[config.mk]
export PLATFORM = sky130hd
export DESIGN_NAME = serv_sleep_ctrl
export DESIGN_NICKNAME = d
export VERILOG_FILES = /design/src/rtl/serv_sleep_pkg.sv /design/src/rtl/serv_irq_pend.sv /design/src/rtl/serv_sleep_ctrl.sv
export SDC_FILE = /design/constraint.sdc
export NUM_CORES = 1
export LEC_CHECK = 0
export CAP_MARGIN = 25
export CORE_MARGIN = 2
export CORE_UTILIZATION = 40
export DETAILED_ROUTE_END_ITERATION = 10
export PLACE_DENSITY = 0.69
export SKIP_LAST_GASP = 1
export SLEW_MARGIN = 20
export SYNTH_ARGS = -nofsm -noshare
export SYNTH_HDL_FRONTEND = slang
export SYNTH_SLANG_ARGS = --single-unit
[constraint.sdc]
create_clock -name i_clk -period 1.7 [get_ports i_clk]
set_input_delay 0.34 -clock i_clk [delete_from_list [all_inputs] [get_ports i_clk]]
set_output_delay 0.34 -clock i_clk [all_outputs]
set_load 0.02 [all_outputs]
[src/rtl/serv_sleep_pkg.sv]
// -----------------------------------------------------------------------------
// serv_sleep_pkg
//
// Purpose:
//   Shared definitions for the SERV sleep/wakeup controller: the controller
//   state encoding and a helper that sizes counters so that they are never
//   zero bits wide.
//
// Contents:
//   sleep_state_e  - RUN / DRAIN / SLEEP / WAKE controller states
//   clog2Min1()    - ceil(log2(value)) clamped to a minimum of 1
// -----------------------------------------------------------------------------
package serv_sleep_pkg;

    // Controller states. The numeric values are fixed so that the state
    // register can be decoded directly when probing the design.
    typedef enum logic [1:0] {
        RUN   = 2'd0,
        DRAIN = 2'd1,
        SLEEP = 2'd2,
        WAKE  = 2'd3
    } sleep_state_e;

    // Width helper for counters whose range can collapse to a single value.
    // $clog2(1) is 0, which would give a zero-width vector, so the result is
    // clamped to at least one bit.
    function automatic int clog2Min1(input int value);
        int bits;
        bits = $clog2(value);
        if (bits < 1) begin
            bits = 1;
        end
        return bits;
    endfunction

endpackage : serv_sleep_pkg

[src/rtl/serv_irq_pend.sv]
// -----------------------------------------------------------------------------
// serv_irq_pend
//
// Purpose:
//   Per-channel interrupt pending latches for the SERV sleep controller, plus
//   the wake reduction that tells the sleep FSM an enabled interrupt is
//   waiting.
//
// Ports:
//   i_clk       - clock
//   i_rst_n     - asynchronous active-low reset, clears all pending bits
//   i_irq       - level interrupt requests, one per channel
//   i_irq_en    - per-channel enables
//   i_pend_clr  - one-cycle clear strobes, one per channel
//   o_pend      - registered pending bits
//   o_wake      - at least one pending bit is set on an enabled channel
// -----------------------------------------------------------------------------
module serv_irq_pend
    import serv_sleep_pkg::*;
#(
    parameter int NUM_IRQ = 2
) (
    input  logic               i_clk,
    input  logic               i_rst_n,
    input  logic [NUM_IRQ-1:0] i_irq,
    input  logic [NUM_IRQ-1:0] i_irq_en,
    input  logic [NUM_IRQ-1:0] i_pend_clr,
    output logic [NUM_IRQ-1:0] o_pend,
    output logic               o_wake
);

    logic [NUM_IRQ-1:0] pend_q;
    logic [NUM_IRQ-1:0] pend_d;

    // A clear strobe drops a held bit, but a new enabled request in the same
    // cycle sets it again, so an interrupt arriving while software clears an
    // older one is never lost.
    always_comb begin
        pend_d = (pend_q & ~i_pend_clr) | (i_irq & i_irq_en);
    end

    always_ff @(posedge i_clk or negedge i_rst_n) begin
        if (!i_rst_n) begin
            pend_q <= '0;
        end else begin
            pend_q <= pend_d;
        end
    end

    // Re-masking with the live enables lets software disable a channel and
    // immediately stop its already-latched bit from waking the core.
    assign o_wake = |(pend_q & i_irq_en);
    assign o_pend = pend_q;

endmodule : serv_irq_pend

[src/rtl/serv_sleep_ctrl.sv]
// -----------------------------------------------------------------------------
// serv_sleep_ctrl
//
// Purpose:
//   Sleep/wakeup controller for the SERV core. A WFI that completes with no
//   enabled interrupt pending starts a handshake with the clock/power
//   controller; once accepted, the core clock enable is dropped until an
//   enabled interrupt is pending, after which a fixed stabilisation delay runs
//   before the core clock is re-enabled and a wakeup pulse is sent to the core.
//
// Parameters:
//   NUM_IRQ     - number of interrupt channels (bit 0 timer, bit 1 external)
//   WAKE_DELAY  - clock-gated cycles spent stabilising before resuming
//                 (0 behaves like 1)
//
// Ports:
//   i_clk         - clock
//   i_rst_n       - asynchronous active-low reset
//   i_irq         - level interrupt requests
//   i_irq_en      - per-channel interrupt enables
//   i_pend_clr    - one-cycle clear strobes for pending bits
//   i_wfi         - current instruction is WFI
//   i_cnt_done    - serial bit counter done (WFI has finished executing)
//   i_sleep_ack   - clock controller accepts the sleep request
//   o_sleep_req   - request to enter sleep (DRAIN and SLEEP)
//   o_sleeping    - core clock gated, in SLEEP
//   o_clk_en      - core clock enable
//   o_wakeup_req  - one-cycle wakeup pulse to the core
//   o_pend        - latched pending bits
// -----------------------------------------------------------------------------
module serv_sleep_ctrl
    import serv_sleep_pkg::*;
#(
    parameter int NUM_IRQ    = 2,
    parameter int WAKE_DELAY = 4
) (
    input  logic               i_clk,
    input  logic               i_rst_n,
    input  logic [NUM_IRQ-1:0] i_irq,
    input  logic [NUM_IRQ-1:0] i_irq_en,
    input  logic [NUM_IRQ-1:0] i_pend_clr,
    input  logic               i_wfi,
    input  logic               i_cnt_done,
    input  logic               i_sleep_ack,
    output logic               o_sleep_req,
    output logic               o_sleeping,
    output logic               o_clk_en,
    output logic               o_wakeup_req,
    output logic [NUM_IRQ-1:0] o_pend
);

    // The counter only ever holds values 0 .. WAKE_CYCLES-1, so its width is
    // derived from the delay and is not meant to be overridden.
    localparam int CNT_W       = clog2Min1(WAKE_DELAY + 1);
    localparam int WAKE_CYCLES = (WAKE_DELAY < 1) ? 1 : WAKE_DELAY;
    localparam logic [CNT_W-1:0] WAKE_LOAD = CNT_W'(WAKE_CYCLES - 1);

    sleep_state_e     state_q;
    sleep_state_e     state_d;
    logic [CNT_W-1:0] cnt_q;
    logic [CNT_W-1:0] cnt_d;
    logic             wakeup_q;
    logic             wakeup_d;
    logic             sleep_req_q;
    logic             sleeping_q;
    logic             clk_en_q;
    logic             wake;

    serv_irq_pend #(
        .NUM_IRQ (NUM_IRQ)
    ) u_irq_pend (
        .i_clk      (i_clk),
        .i_rst_n    (i_rst_n),
        .i_irq      (i_irq),
        .i_irq_en   (i_irq_en),
        .i_pend_clr (i_pend_clr),
        .o_pend     (o_pend),
        .o_wake     (wake)
    );

    // Next-state logic. WFI completion is only looked at in RUN and the sleep
    // acknowledge only in DRAIN, so stray strobes in other states are harmless.
    always_comb begin
        state_d  = state_q;
        cnt_d    = cnt_q;
        wakeup_d = 1'b0;

        case (state_q)
            RUN: begin
                // A WFI with an enabled interrupt already pending completes as
                // a NOP; the core still gets a wakeup pulse so it resumes the
                // same way it would after a real sleep.
                if (i_wfi && i_cnt_done) begin
                    if (wake) begin
                        wakeup_d = 1'b1;
                    end else begin
                        state_d = DRAIN;
                    end
                end
            end

            DRAIN: begin
                // Once the clock controller has accepted, sleep is committed
                // even if an interrupt showed up in the same cycle; the normal
                // SLEEP -> WAKE path then handles that interrupt.
                if (i_sleep_ack) begin
                    state_d = SLEEP;
                end else if (wake) begin
                    state_d  = RUN;
                    wakeup_d = 1'b1;
                end
            end

            SLEEP: begin
                if (wake) begin
                    state_d = WAKE;
                    cnt_d   = WAKE_LOAD;
                end
            end

            WAKE: begin
                // The delay always runs to completion; wake dropping here
                // does not send the core back to sleep.
                if (cnt_q == '0) begin
                    state_d  = RUN;
                    wakeup_d = 1'b1;
                end else begin
                    cnt_d = cnt_q - CNT_W'(1);
                end
            end

            default: begin
                state_d = RUN;
            end
        endcase
    end

    // State, counter and all outputs are registered. The output registers are
    // loaded from the decode of the next state so they line up exactly with
    // the state register they describe.
    always_ff @(posedge i_clk or negedge i_rst_n) begin
        if (!i_rst_n) begin
            state_q     <= RUN;
            cnt_q       <= '0;
            wakeup_q    <= 1'b0;
            sleep_req_q <= 1'b0;
            sleeping_q  <= 1'b0;
            clk_en_q    <= 1'b1;
        end else begin
            state_q     <= state_d;
            cnt_q       <= cnt_d;
            wakeup_q    <= wakeup_d;
            sleep_req_q <= (state_d == DRAIN) || (state_d == SLEEP);
            sleeping_q  <= (state_d == SLEEP);
            clk_en_q    <= (state_d == RUN) || (state_d == DRAIN);
        end
    end

    assign o_sleep_req  = sleep_req_q;
    assign o_sleeping   = sleeping_q;
    assign o_clk_en     = clk_en_q;
    assign o_wakeup_req = wakeup_q;

endmodule : serv_sleep_ctrl
* After elaboration in Yosys (flattened, before gate mapping)
Cells that the tools add are included.
** Operators by class
- $mul :: 0
- Add/subtract/negate cells :: 1
- Bitwise logic cells :: 5
- Reductions and logical operators :: 9
- Divide/modulo/power cells :: 0
- $lt $le $gt $ge :: 0
- Shifts and indexed selects :: 0
- Mux-type cells :: 15
- Eq/ne operators :: 7
** Operators by type and width (count)
- 2-bit 2-to-1 mux :: 6
- 2-bit one-hot mux with 4 select lines :: 1
- 2-bit AND :: 3
- 2-bit equality test, second input constant :: 3
- 3-bit 2-to-1 mux :: 2
- 3-bit one-hot mux with 2 select lines :: 1
- 2-bit by 1-bit equality test with 1-bit output, second input constant :: 2
- 2-bit zero test :: 2
- 1-bit 2-to-1 mux :: 4
- 3-bit zero test :: 1
- 1-bit one-hot mux with 3 select lines :: 1
- 3-bit AND reduction :: 1
- 3-bit by 1-bit subtractor with 3-bit output, second input constant :: 1
- 1-bit logical OR :: 2
- 2-bit by 1-bit != test with 1-bit output, second input constant :: 1
- 2-bit != test, second input constant :: 1
- 2-bit NOT :: 1
- 2-bit OR :: 1
- 2-bit nonzero test :: 1
- 2-bit OR reduction :: 1
- 1-bit logical AND :: 1
** Word-level totals
- Latch bits :: 0
- Bits of input ports :: 11
- Register bits :: 11
- RAM bits :: 0
- Memory bits (read-only) :: 0
- Memories kept :: 0
- Word-level logic and storage cells :: 44

* Logic depth before layout (Yosys ltp)
Gate-level depths: netlist of run 1.
- Depth in word-level cells :: 7
- Mapped depth :: 7
- Mapped depth without buffers :: 7

* Hierarchy
From an unflattened synthesis of run 1, not the netlist that was laid out.
** Second synthesis, totals
- Cell total of the unflattened synthesis :: 52
- Area, all modules :: 570.5 um2
** By module, submodules not included
- serv_sleep_ctrl :: times used 1, cells an instance 43, seq. area each 226.5 um2, area each 486.7 um2
- serv_irq_pend :: times used 1, cells an instance 9, seq. area each 50.0 um2, area each 83.8 um2

* Worst setup path before layout of run 1
OpenSTA, ideal clock, no wires.
- Kind :: register to register
- From :: register cnt_q[0]
- To :: register clk_en_q (netlist: o_clk_en)
- Required time :: 1.616 ns
- Stages on the path, launching flop included :: 8
- Path buffers :: 0
- Setup time :: 0.084 ns
- Slack :: -0.010 ns
- Clock period less this slack :: 1.710 ns
- Arrival :: 1.625 ns
- Cells stage by stage :: dfrtp_1 -> inv_1 -> ha_1 -> nor2b_1 -> a21bo_2 -> o32ai_1 -> ha_1 -> or2_2
** On the way
- Word-level cells in the longest chain between the ends :: 5
- Elaborated cells on any way between the ends :: 6
- Classes of those cells :: 1 x eq/ne; 2 x mux; 3 x reduce/logical
** RTL lines
- start, declared :: RTL line serv_sleep_ctrl.sv:60 : logic [CNT_W-1:0] cnt_q;
- start signal, assigned :: RTL line serv_sleep_ctrl.sv:151 : cnt_q <= cnt_d;
- 3-bit zero test (*) :: RTL line serv_sleep_ctrl.sv:124 : if (cnt_q == '0) begin
- 2-bit 2-to-1 mux (*) :: RTL line serv_sleep_ctrl.sv:124
- 2-bit one-hot mux with 4 select lines (*) :: RTL line serv_sleep_ctrl.sv:88 : case (state_q)
- via state_d[0] :: RTL line serv_sleep_ctrl.sv:59 : sleep_state_e state_d;
- 2-bit by 1-bit equality test with 1-bit output / 2-bit zero test (equally long branches) :: RTL line serv_sleep_ctrl.sv:155 : clk_en_q <= (state_d == RUN) || (state_d == DRAIN);
- 1-bit logical OR (*) :: RTL line serv_sleep_ctrl.sv:155
- end signal, assigned :: RTL line serv_sleep_ctrl.sv:155
- end, declared :: RTL line serv_sleep_ctrl.sv:66 : logic clk_en_q;
The timed path passes the listed nets; every way through them passes the cells marked *.
A chain may end at the register's enable or synchronous reset.

* Worst setup path after layout of run 1
- From :: input port i_cnt_done
- To :: register clk_en_q (netlist: o_clk_en)
** On the way
- Word-level cells in the longest chain between the ends :: 5
- Elaborated cells on any way between the ends :: 6
- Classes of those cells :: 1 x eq/ne; 2 x mux; 3 x reduce/logical
** RTL lines
- start, declared :: RTL line serv_sleep_ctrl.sv:43 : input logic i_cnt_done,
- 1-bit logical AND (*) :: RTL line serv_sleep_ctrl.sv:93 : if (i_wfi && i_cnt_done) begin
- 2-bit 2-to-1 mux (*) :: RTL line serv_sleep_ctrl.sv:93
- 2-bit one-hot mux with 4 select lines (*) :: RTL line serv_sleep_ctrl.sv:88
- 2-bit by 1-bit equality test with 1-bit output / 2-bit zero test (equally long branches) :: RTL line serv_sleep_ctrl.sv:155
- 1-bit logical OR (*) :: RTL line serv_sleep_ctrl.sv:155
Every way passes the cells marked *; elsewhere a longest branch is shown, timed or not.

==> results.yml, run 1 <==
status:
  status: "finished clean"
global_route:
  grt_pass1_wl_mm: 2.17
  grt_max_degree: 12
  track_usage: 0.156
  first_global_vias: 511
  antenna_found_initial: 0
  overflow: 0
floorplanning:
  core-area_mm2: 0.00135
  rows: 13
  num_io_pins: 17
  die_x_um: 42.7
  initial_core_util: 0.443
  dieArea_mm2: 0.00182
  die_height_um: 42.7
clock_tree:
  path_clk_slew_ns: 0.07
  hold_buffers: 0
  cts.path.max_buffers: 2
  cts_sinks: 11
  cts-htree-levels: 1
  cts_root_buf: "clkbuf_4"
  cts_tree: "yes"
  numCtsBuffers: 3
  clock_latency_ns: 0.27
yosys:
  synth_flop_cell: "dfrtp_1"
  avgSynthCellArea_um2: 10.7
  yosysWarnings: 0
  yosysTopAreaCellShare: 0.418
  yosysMostFrequentCell: "dfrtp_1"
  synth_cell_types: 28
  synth_area_leader_cell: "dfrtp_1"
  synth_area_leaders: "dfrtp_1 42%, ha_1 10%, dfstp_2 4.4%, inv_1 4.4%, o21ai_0 3.3%"
  synth_fp_nets: 72
  synth-async-reset-ratio: 1.00
  synth_edf_count: 0
  netlist_area_um2: 598
  ys_top_cells_by_count: "10 x dfrtp_1, 7 x inv_1, 5 x ha_1"
  synth-seq-area-share: 0.462
  netlist_instances: 56
  ys_seq_elements: 11
place:
  dp_hpwl_um: 930
  port-buffer-count: 16
  dpl_cell_area_um2: 838
  dp.cells: 95
  gp_congestion: 0.724
  post-place-ws_ns: -0.301
timing:
  drv_slew: 0
  rsz0062_at_grt: "yes"
  fin_ws_ns: 0.00872
  fin_skew_ns: 0.00768
  hold_viol: 0
  maxSlewHeadroom: 0.668
  period_needed_ns: 1.69
  setup_viol_count_final: 0
  tightestPinTransition_ns: 0.496
  tns_ns: 0
  max_freq_mhz: 591
  fin_crit_sh: 0.995
  holdWs_ns: 0.403
routing:
  drt-pass1-iter-count: 3
  drc: 0
  antenna_left: 0
  vias: 500
  wire_per_inst_um: 11.8
  wirelength_mm: 1.18
  vias_per_cell: 5.00
  initialDrtViolationCount: 8
power:
  pwr-share-clk: 0.129
  p_sw_uw: 494
  intPower_uw: 867
  ir_drop_mv: 1.11
  swShare: 0.363
  share_seq_of_total_power: 0.325
  power_leakage_nw: 0.425
  p_comb_frac: 0.546
  power.density_mw_per_mm2: 1540
critical_path:
  worst_setup_path_start_kind: "input port"
  required_ns: 1.90
  end_kind: "register"
  arrival_ns: 1.89
  cp_max_fo: 3
  crit_type: "input port to register"
cells_and_area:
  layout.cells.non_filler: 100
  finalInstanceArea_um2: 886
  n_fill_cell: 116
  antenna_cells: 0
  drive_gt1_frac: 0.294
  nets: 102
  areaGrowthSynthToFinish_pct: 48.1
run:
  cap_violations: 0
hold_path:
  min_path_type: "input port to asynchronous set/reset pin"
final timing paths:
check / from / end / slack (ns) / depth (start not counted)
worst max-delay path: i_cnt_done / o_clk_en$_DFF_PN1_ / 0.009 / 6
worst min-delay path: i_rst_n / o_sleeping$_DFF_PN0_ / 0.40 / 1
worst max register to register: cnt_q[1]$_DFFE_PN0P_ / o_clk_en$_DFF_PN1_ / 0.06 / 7
worst min register to register: u_irq_pend.o_pend[1]$_DFF_PN0_ / u_irq_pend.o_pend[1]$_DFF_PN0_ / 0.58 / 2
max in group asynchronous: i_rst_n / o_clk_en$_DFF_PN1_ / 0.94 / 1
min in group i_clk: u_irq_pend.o_pend[1]$_DFF_PN0_ / u_irq_pend.o_pend[1]$_DFF_PN0_ / 0.58 / 2
flip-flops by register name, summed over array words and instances (netlist names):
signal and count:
o_sleeping 1, o_sleep_req 1, o_clk_en 1, o_wakeup_req 1
state_q 2, u_irq_pend.o_pend 2, cnt_q 3
cell families (layout without fill, tap and decap cells):
| group | count (synthesis) | after routing | synth area share |
|---|---|---|---|
| AO/OA/AOI/OAI | 17 | 17 | 0.209 |
| adder cells (fa/ha/maj) | 5 | 5 | 0.105 |
| buffers and inverters | 9 | 38 | 0.0711 |
| flip-flops | 11 | 11 | 0.462 |
| multiplexers | 2 | 2 | 0.0418 |
| AND/OR/NAND/NOR | 12 | 12 | 0.111 |
power by group through the flow:
stage / combinational (mW) / sequential, mW / clock [mW]
final: 0.743 / 0.442 / 0.176
after global routing: 0.839 / 0.453 / 0.199
after CTS: 0.713 / 0.436 / 0.182
after detailed placement: 0.711 / 0.441 / 0
after global placement: 0.708 / 0.435 / 0
after floorplan: 0.411 / 0.471 / 0
cells in the final DEF (no fill, tap or decap), types with 2 or more instances in the layout:
cell              n
inv_1             6
dfrtp_1          10
nor2_1            2
clkbuf_4          3
clkdlybuf4s50_1  15
ha_1              4
a21oi_1           3
nand2_1           4
o21ai_0           4
buf_4            11
through the flow:
step | power [mW] | utilization
global route | 1.49 | 0.656
global placement | 1.14 | 0.621
floorplan | 0.883 | -
finish | 1.36 | 0.656
CTS | 1.33 | 0.639
detailed placement | 1.15 | 0.621
worst max-delay path: stages:
cell and delay (ns):
clkdlybuf4s50_1 0.47, nand2_1 0.05, mux2_4 0.28, o32a_1 0.31
ha_1 0.18, or2_2 0.27
layer usage:
metal | GRT usage | vias to the layer above | routed length (µm) | part of all wire
met2 | 0.245 | 11 | 522 | 0.44
met3 | 0.0553 | 0 | 45 | 0.038
met1 | 0.196 | 232 | 611 | 0.52
met4 | 0.0563 | 0 | 0 | 0
li1 | - | 257 | - | -
met5 | 0 | - | 0 | 0
layout make-up:
| cell class | count | area [µm²] | area share |
|---|---|---|---|
| clock buffer | 4 | 26.3 | 0.0297 |
| tap | 15 | 18.8 | 0.0212 |
| multi-input combinational | 36 | 297 | 0.335 |
| sequential | 11 | 277 | 0.312 |
| timing repair buffer | 27 | 241 | 0.273 |
| inverter | 7 | 26.3 | 0.0297 |
what timing repair did:
item | CTS | global route
gates cloned | 0 | 0
pin swaps | 1 | 0
setup buffers | 0 | 1
gates resized for setup | 1 | 4
setup endpoints to repair | 2 | 2
Power figures use the tool's default switching activity.
==> inputs of run 2 (changes only) <==
CORE_MARGIN = default   (was 2)
CORE_UTILIZATION = 38   (was 40)
PLACE_DENSITY = 0.66   (was 0.69)
==> run 2 against run 1 <==
  * Final area decreased by 1.7%
  * Global-route usage decreased by 0.59 points
  * Clock skew decreased by 0.0071 ns
  * Maximum frequency increased by 1.2%
  * Total power increased by 0.36%
  * Clock-buffer cell count unchanged
  * Combinational power increased by 3%
  * Routed wire length decreased by 2.0%
  * Cell count decreased by 1.0%
  * Utilization decreased by 2.6 points
  * Register-to-register slack about the same
==> results.yml, run 2 (synthesis results as in run 1) <==
global_route:
  grt_use_met3: 0.0304
  met2_usage: 0.234
  track_usage: 0.150
  first_global_vias: 467
  met1_usage: 0.196
  overflow: 0
  grt_max_degree: 12
  grt.busiest_layer: "met2"
  antenna_found_initial: 0
  grt_pass1_wl_mm: 1.99
power:
  power.density_mw_per_mm2: 1570
  power_leakage_nw: 0.425
  ir_drop_mv: 0.803
routing:
  drt-pass1-iter-count: 2
  initialDrtViolationCount: 2
  wirelength_mm: 1.16
  vias_per_cell: 5.15
  antenna_left: 0
  wire_per_inst_um: 11.7
  drc: 0
  vias: 510
cells_and_area:
  antenna_cells: 0
  layout.cells.non_filler: 99
  drive_gt1_frac: 0.274
  areaGrowthSynthToFinish_pct: 45.6
  regMostFlops: "cnt_q"
  largest_reg_flops: 3
  nets: 101
  final_common_cell: "clkdlybuf4s50_1"
  final_cell_mix: "14 x clkdlybuf4s50_1, 10 x dfrtp_1, 10 x buf_4"
place:
  dp_hpwl_um: 857
  port-buffer-count: 16
  dp.cells: 93
  gp_congestion: 0.660
  post-place-ws_ns: -0.320
timing:
  fin_crit_sh: 0.984
  tightestPinTransition_ns: 0.507
  fin_skew_ns: 0.000619
  hold_viol: 0
  rsz0062_at_grt: "yes"
  maxSlewHeadroom: 0.661
  setup_viol_count_final: 0
  period_needed_ns: 1.67
  max_freq_mhz: 598
  drv_slew: 0
  fin_ws_ns: 0.0280
critical_path:
  crit_chain: "clkdlybuf4s50_1 -> nand2_1 -> mux2_4 -> o32a_1 -> ha_2 -> or2_4"
  crit_type: "input port to register"
  cp_slowest_stage_delay_ns: 0.45
  r2r_cells: 7
  arrival_ns: 1.87
  worst_setup_path_start_kind: "input port"
  end_kind: "register"
  cp_max_fo: 3
  required_ns: 1.90
  critPathSlowestCell: "clkdlybuf4s50_1"
clock_tree:
  hold_buffers: 0
  cts_tree: "yes"
  cts_sinks: 11
  clock_latency_ns: 0.27
  numCtsBuffers: 3
  cts.path.max_buffers: 2
  path_clk_slew_ns: 0.07
  cts_root_buf: "clkbuf_4"
  cts-htree-levels: 1
floorplanning:
  die_x_um: 41.7
  dieArea_mm2: 0.00174
  num_io_pins: 17
  rows: 13
  core-area_mm2: 0.00138
  initial_core_util: 0.433
  die_height_um: 41.7
run:
  cap_violations: 0
hold_path:
  min_path_type: "input port to asynchronous set/reset pin"
status:
  status: "finished clean"
[run 2: stage by stage]
step,utilization,hold slack [ns],total power [mW],TNS [ns],instance area [µm²]
global placement,0.595,0.536,1.13,-0.639,823
finish,0.630,0.407,1.37,0,871
floorplan,-,0.0444,0.883,0,601
CTS,0.614,0.419,1.33,0,848
detailed placement,0.595,0.558,1.15,-0.750,823
global route,0.630,0.453,1.48,-0.0473,871
[run 2: what timing repair did]
action | 4_1_cts | 5_1_grt
resized for setup | 1 | 4
setup buffers | 0 | 2
pin swaps | 1 | 3
gates cloned | 0 | 0
endpoints found under the hold margin | 0 | 0
endpoints found under the setup margin | 2 | 2
[run 2: metal layers]
| metal | up-vias | part of all wire |
|---|---|---|
| li1 | 253 | - |
| met3 | 4 | 0.051 |
| met5 | - | 0 |
| met2 | 17 | 0.45 |
| met4 | 0 | 0.024 |
| met1 | 236 | 0.47 |
[run 2: critical path: cells and delay by family]
family,cells,cell delay (ns)
AOI/OAI and AO/OA,1,0.36
and+or+nand+nor,2,0.27
muxes,1,0.28
adders and majority gates,1,0.18
buffers and inverters,1,0.45
[run 2: layout make-up]
type | count | area (µm²)
fill | 119 | 512
inverter | 7 | 26.3
timing repair buffer | 26 | 236
tap | 15 | 18.8
multi-input combinational | 36 | 287
sequential | 11 | 277
clock buffer | 4 | 26.3
[run 2: where the power goes]
part,internal (mW),leakage [nW],switching [mW]
combinational,0.415,0.281,0.347
clock,0.0908,0.0150,0.0897
sequential,0.366,0.128,0.0577
[run 2: final timing paths]
path                                                 from                             end  slack [ns]
max                                                 i_wfi              o_clk_en$_DFF_PN1_        0.03
min                                               i_rst_n            state_q[0]$_DFF_PN0_        0.41
max reg2reg                          cnt_q[1]$_DFFE_PN0P_              o_clk_en$_DFF_PN1_        0.06
min reg2reg                u_irq_pend.o_pend[1]$_DFF_PN0_  u_irq_pend.o_pend[1]$_DFF_PN0_        0.58
max in group asynchronous                         i_rst_n              o_clk_en$_DFF_PN1_        0.94
min in group i_clk                             i_cnt_done          o_wakeup_req$_DFF_PN0_        0.53
